==> config.mk <==
export PLATFORM = sky130hd
export DESIGN_NAME = mem_arbiter
export DESIGN_NICKNAME = d
export VERILOG_FILES = /design/src/rtl/mem_arbiter_pkg.sv /design/src/rtl/arb_resp_pipe.sv /design/src/rtl/mem_arbiter.sv
export SDC_FILE = /design/constraint.sdc
export NUM_CORES = 1
export LEC_CHECK = 0
export CAP_MARGIN = 20
export CORE_AREA = 2 2 105 107
export DETAILED_ROUTE_END_ITERATION = 6
export DIE_AREA = 0 0 107 109
export HOLD_SLACK_MARGIN = 0.03
export PLACE_DENSITY_LB_ADDON = 0.1
export SETUP_SLACK_MARGIN = 0.4
export SYNTH_ARGS = -nofsm -noshare
export SYNTH_HDL_FRONTEND = slang
export SYNTH_SLANG_ARGS = --single-unit
==> constraint.sdc <==
create_clock -name clk -period 3.55 [get_ports clk]
set_input_delay 0.5325 -clock clk [delete_from_list [all_inputs] [get_ports clk]]
set_output_delay 0.5325 -clock clk [all_outputs]
set_load 0.02 [all_outputs]
==> src/rtl/mem_arbiter_pkg.sv <==
// Shared types for the instruction/data memory arbiter.
package mem_arbiter_pkg;

    typedef enum logic [1:0] {OWN_NONE, OWN_INSTR, OWN_DATA} owner_t;

    typedef struct packed {
        logic [3:0]  we;
        logic [31:0] addr;
        logic [31:0] wdata;
    } mem_cmd_t;

endpackage

==> src/rtl/arb_resp_pipe.sv <==
// Tracks who owns each in-flight memory read and steers mem_rdata back to
// that requester exactly LATENCY cycles after the command.
module arb_resp_pipe
    import mem_arbiter_pkg::*;
#(
    parameter int LATENCY = 1
) (
    input  logic        clk,
    input  logic        reset,
    input  owner_t      owner,
    input  logic [31:0] mem_rdata,
    output logic        i_rvalid,
    output logic [31:0] i_rdata,
    output logic        d_rvalid,
    output logic [31:0] d_rdata
);

    owner_t stage [LATENCY];
    owner_t tail;

    always_ff @(posedge clk) begin
        if (!reset) begin
            for (int i = 0; i < LATENCY; i++) stage[i] <= OWN_NONE;
        end else begin
            stage[0] <= owner;
            for (int i = 1; i < LATENCY; i++) stage[i] <= stage[i-1];
        end
    end

    // Masked while reset is held so responses read 0 during the reset cycle itself.
    always_comb begin
        tail     = reset ? stage[LATENCY-1] : OWN_NONE;
        i_rvalid = (tail == OWN_INSTR);
        d_rvalid = (tail == OWN_DATA);
        i_rdata  = i_rvalid ? mem_rdata : '0;
        d_rdata  = d_rvalid ? mem_rdata : '0;
    end

endmodule

==> src/rtl/mem_arbiter.sv <==
// Single-ported memory arbiter: data port wins, fetch is forced through after
// MAX_DATA_BURST consecutive data grants while fetch waits.
module mem_arbiter
    import mem_arbiter_pkg::*;
#(
    parameter int MEM_LATENCY    = 1,
    parameter int MAX_DATA_BURST = 4
) (
    input  logic        clk,
    input  logic        reset,
    input  logic        i_req,
    input  logic [31:0] i_addr,
    output logic        i_gnt,
    output logic        i_rvalid,
    output logic [31:0] i_rdata,
    input  logic        d_req,
    input  logic [3:0]  d_we,
    input  logic [31:0] d_addr,
    input  logic [31:0] d_wdata,
    output logic        d_gnt,
    output logic        d_rvalid,
    output logic [31:0] d_rdata,
    output logic        mem_en,
    output logic [3:0]  mem_we,
    output logic [31:0] mem_addr,
    output logic [31:0] mem_wdata,
    input  logic [31:0] mem_rdata
);

    localparam int CW = $clog2(MAX_DATA_BURST + 1);

    logic [CW-1:0] starve_cnt;
    logic          starved;
    owner_t        owner;
    mem_cmd_t      cmd;

    always_comb begin
        starved = (starve_cnt == CW'(MAX_DATA_BURST));
        d_gnt   = reset && d_req && !(i_req && starved);
        i_gnt   = reset && i_req && !d_gnt;

        cmd = '0;
        if (d_gnt)      cmd = '{we: d_we, addr: d_addr, wdata: d_wdata};
        else if (i_gnt) cmd = '{we: 4'b0, addr: i_addr, wdata: 32'b0};

        mem_en    = i_gnt | d_gnt;
        mem_we    = cmd.we;
        mem_addr  = cmd.addr;
        mem_wdata = cmd.wdata;

        // Writes complete at grant, so only reads occupy a response slot.
        owner = OWN_NONE;
        if (i_gnt)                       owner = OWN_INSTR;
        else if (d_gnt && d_we == 4'b0)  owner = OWN_DATA;
    end

    always_ff @(posedge clk) begin
        if (!reset || i_gnt || !i_req)      starve_cnt <= '0;
        else if (d_gnt && !starved)         starve_cnt <= starve_cnt + 1'b1;
    end

    arb_resp_pipe #(.LATENCY(MEM_LATENCY)) u_resp (
        .clk      (clk),
        .reset    (reset),
        .owner    (owner),
        .mem_rdata(mem_rdata),
        .i_rvalid (i_rvalid),
        .i_rdata  (i_rdata),
        .d_rvalid (d_rvalid),
        .d_rdata  (d_rdata)
    );

endmodule

==> run summary <==
outcome - finished, final reports clean
worst-skew pair later-pin latency - 0.22 ns
Inserted Clock Buffers - 3
crit-path cells - clkdlybuf4s50_1 -> nand3_2 -> and3_1 -> clkdlybuf4s50_1
Die Wd - 107 um
Layout Nets - 648
syn avg cell area - 7.46 um^2
Avg WL per Cell - 15.0 um
Mapped Area - 1940 um^2
I/O pin total - 273
Hold Path Class - flop to flop
Antenna Cells - 0
Antenna Nets Post-Route - 0
CP bufs+invs - 2
# H-tree levels - 1
yosys warns - 0
clk slew on worst S/H paths - 0.04 ns
Placer Congestion - 0.743
#FFs+latches synth - 5
CTS Root Cell - clkbuf_8
reg-to-reg slack, setup - 2.18 ns
Longest Clk Path Bufs - 2
RSZ-0062 raised after global routing - false
GRT Total Usage - 0.148
arrival time at the worst endpoint - 2.47 ns
area grow syn2layout - 139%
Filler cells - 1060
Final Skew - 0.00160 ns
# DRC - 0
Avg Vias per Cell - 4.44
CTS sink cnt - 5
DP HPWL - 7820 um
Worst Setup Start Kind - input port
MaxCap Viol Count - 0
area of the die - 11700 um^2
Yosys cell types - 28
P_leak - 1.80 nW
final slew viol count - 0
ys flop type - dfxtp_1
quantity of gates resized following cts - 0
share of cells above drive strength 1 - 0.0943
Seq. cell area - 100 um^2
Final Power - 586 uW
pwr/cell area - 127 nW/um^2
Final TNS setup - 0 ns
WL final - 9770 um
vias in the first global route - 2606
Synth area leader - and2_1
number of enable flip-flop cells after synthesis - 0
CP top delay family - buffers and inverters
maximum vdd ir drop - 0.0000676 V
fin crit period - 3.00 ns
reg2reg end - starve_cnt[1]
WHS Endpoint - starve_cnt[0]
largest net degree at the start of global routing - 64
PortBufs - 272
Post-CTS Hold Buffers - 0
CP Max Fanout - 36
initial detailed-routing violation count - 84
HP Start - starve_cnt[0]
async set or reset register ratio after synthesis - 0
top cells by area, synth - and2_1, o22ai_2, nand3_1, and3_1, buf_6
Gate Count Post-Synth - 260
Worst Max-Slew Pin Slew - 0.529 ns
CP max stage cell - clkdlybuf4s50_1
sequential share of the synthesized area - 0.0516
Post-CTS Setup Bufs - 0
CTS tree - yes
top cell type's share of synthesized area - 0.210
Crit path largest cell delay - 0.56 ns
Crit Path Class - input port to output port
Syn Nets - 398
Required @ worst endpoint - 3.02 ns
Crit Reg-Reg Startpoint - starve_cnt[0]
GRT overflow - 0
Multi-input gate area - 1510 um^2
Hold Path Stages - 1
Vias - 2880
Initial Util - 0.183
site row count - 38
Slew headroom - 0.647
CP most frequent cell - clkdlybuf4s50_1
core area - 10600 um^2
Final Hold Fails - 0
TritonRoute pass-1 iters - 4
Tcrit/Tclk final - 0.845
Die Y - 109 um
global-route wire length before repair - 13900 um
final setup violation count - 0
initial antenna violation count - 0
worst r2r path cells - 5
Worst setup EP type - output port
fmax - 334 MHz
## layout by cell type, fill, tap and decap left out, drive strengths merged
master	instances
nor3b	2
nor2	3
buf	10
o22ai	32
nand2	2
ha	2
o211a	1
nand3	65
o21a	1
clkbuf	4
or4	1
and4	1
a21boi	1
clkdlybuf4s50	271
and2	65
and3	37
dfxtp	5
and3b	2
inv	2
and2b	1
nor3	1
## cell usage after synthesis (2+ instances only)
| library cell | n |
|---|---|
| nand3_1 | 64 |
| nand2_1 | 2 |
| o22ai_2 | 29 |
| and3_1 | 37 |
| o22ai_1 | 3 |
| and2_1 | 65 |
| and3b_4 | 2 |
| clkbuf_1 | 2 |
| buf_2 | 12 |
| dfxtp_1 | 5 |
| inv_1 | 2 |
| buf_12 | 3 |
| nor3b_1 | 2 |
| buf_6 | 10 |
| buf_4 | 4 |
| nor2_1 | 3 |
| dlymetal6s2s_1 | 3 |
| ha_1 | 2 |
## logic make-up (layout without fill, tap and decap cells)
kind of cell | Yosys count | after routing | synth area share
simple gates | 180 | 180 | 0.547
buf+inv | 38 | 287 | 0.173
compound gates | 35 | 35 | 0.215
flops | 5 | 5 | 0.0516
fa+ha+maj | 2 | 2 | 0.0129
## per-layer routing
metal | up-vias | part of all wire | global-route usage
met4 | 0 | 0.0081 | 0.0204
met3 | 6 | 0.10 | 0.0532
met2 | 156 | 0.52 | 0.287
li1 | 1425 | - | -
met5 | - | 0 | 0
met1 | 1293 | 0.36 | 0.155
## state kept, by name, indices dropped and copies added (netlist names)
register	cells
u_resp.stage	2
starve_cnt	3
## worst reg2reg max path, stage by stage, from the launching register on
cell and delay, ns:
dfxtp_1 0.35, inv_1 0.05, ha_1 0.27, a21boi_4 0.18, buf_4 0.25, and4_1 0.22
## layout make-up
class | instances | share of cell area
Timing Repair Buffer | 281 | 0.604
Multi-Input combinational cell | 217 | 0.325
Tap cell | 140 | 0.0378
Sequential cell | 5 | 0.0216
Clock buffer | 4 | 0.00973
Inverter | 2 | 0.00162
## worst max-delay path by stage
stage	from	endpoint	slack, ns	cells past startpoint
finish	i_req	mem_wdata[2]	0.55	4
CTS	i_req	mem_wdata[6]	0.57	4
floorplan	starve_cnt[0]	d_gnt	1.64	6
global route	i_req	mem_wdata[15]	0.46	4
detailed placement	i_req	mem_wdata[4]	0.57	4
global placement	i_req	mem_wdata[25]	0.61	4
## where the power goes
| group | switching (mW) | internal, mW |
|---|---|---|
| Clock | 0.0279 | 0.0771 |
| Sequential | 0.000707 | 0.0577 |
| Combinational | 0.169 | 0.254 |
| Total | 0.197 | 0.389 |
## stage by stage
stage | cell area, um^2 | instances | setup WS (ns) | hold WS [ns] | util
after floorplan | 1940 | 260 | 1.64 | 0.426 | -
after global placement | 4590 | 645 | 0.612 | 0.448 | 0.432
after detailed placement | 4590 | 645 | 0.573 | 0.457 | 0.432
after CTS | 4630 | 649 | 0.568 | 0.461 | 0.437
after global routing | 4630 | 649 | 0.464 | 0.482 | 0.437
final | 4630 | 649 | 0.552 | 0.457 | 0.437
No activity file was read; power rests on OpenSTA's default activity.
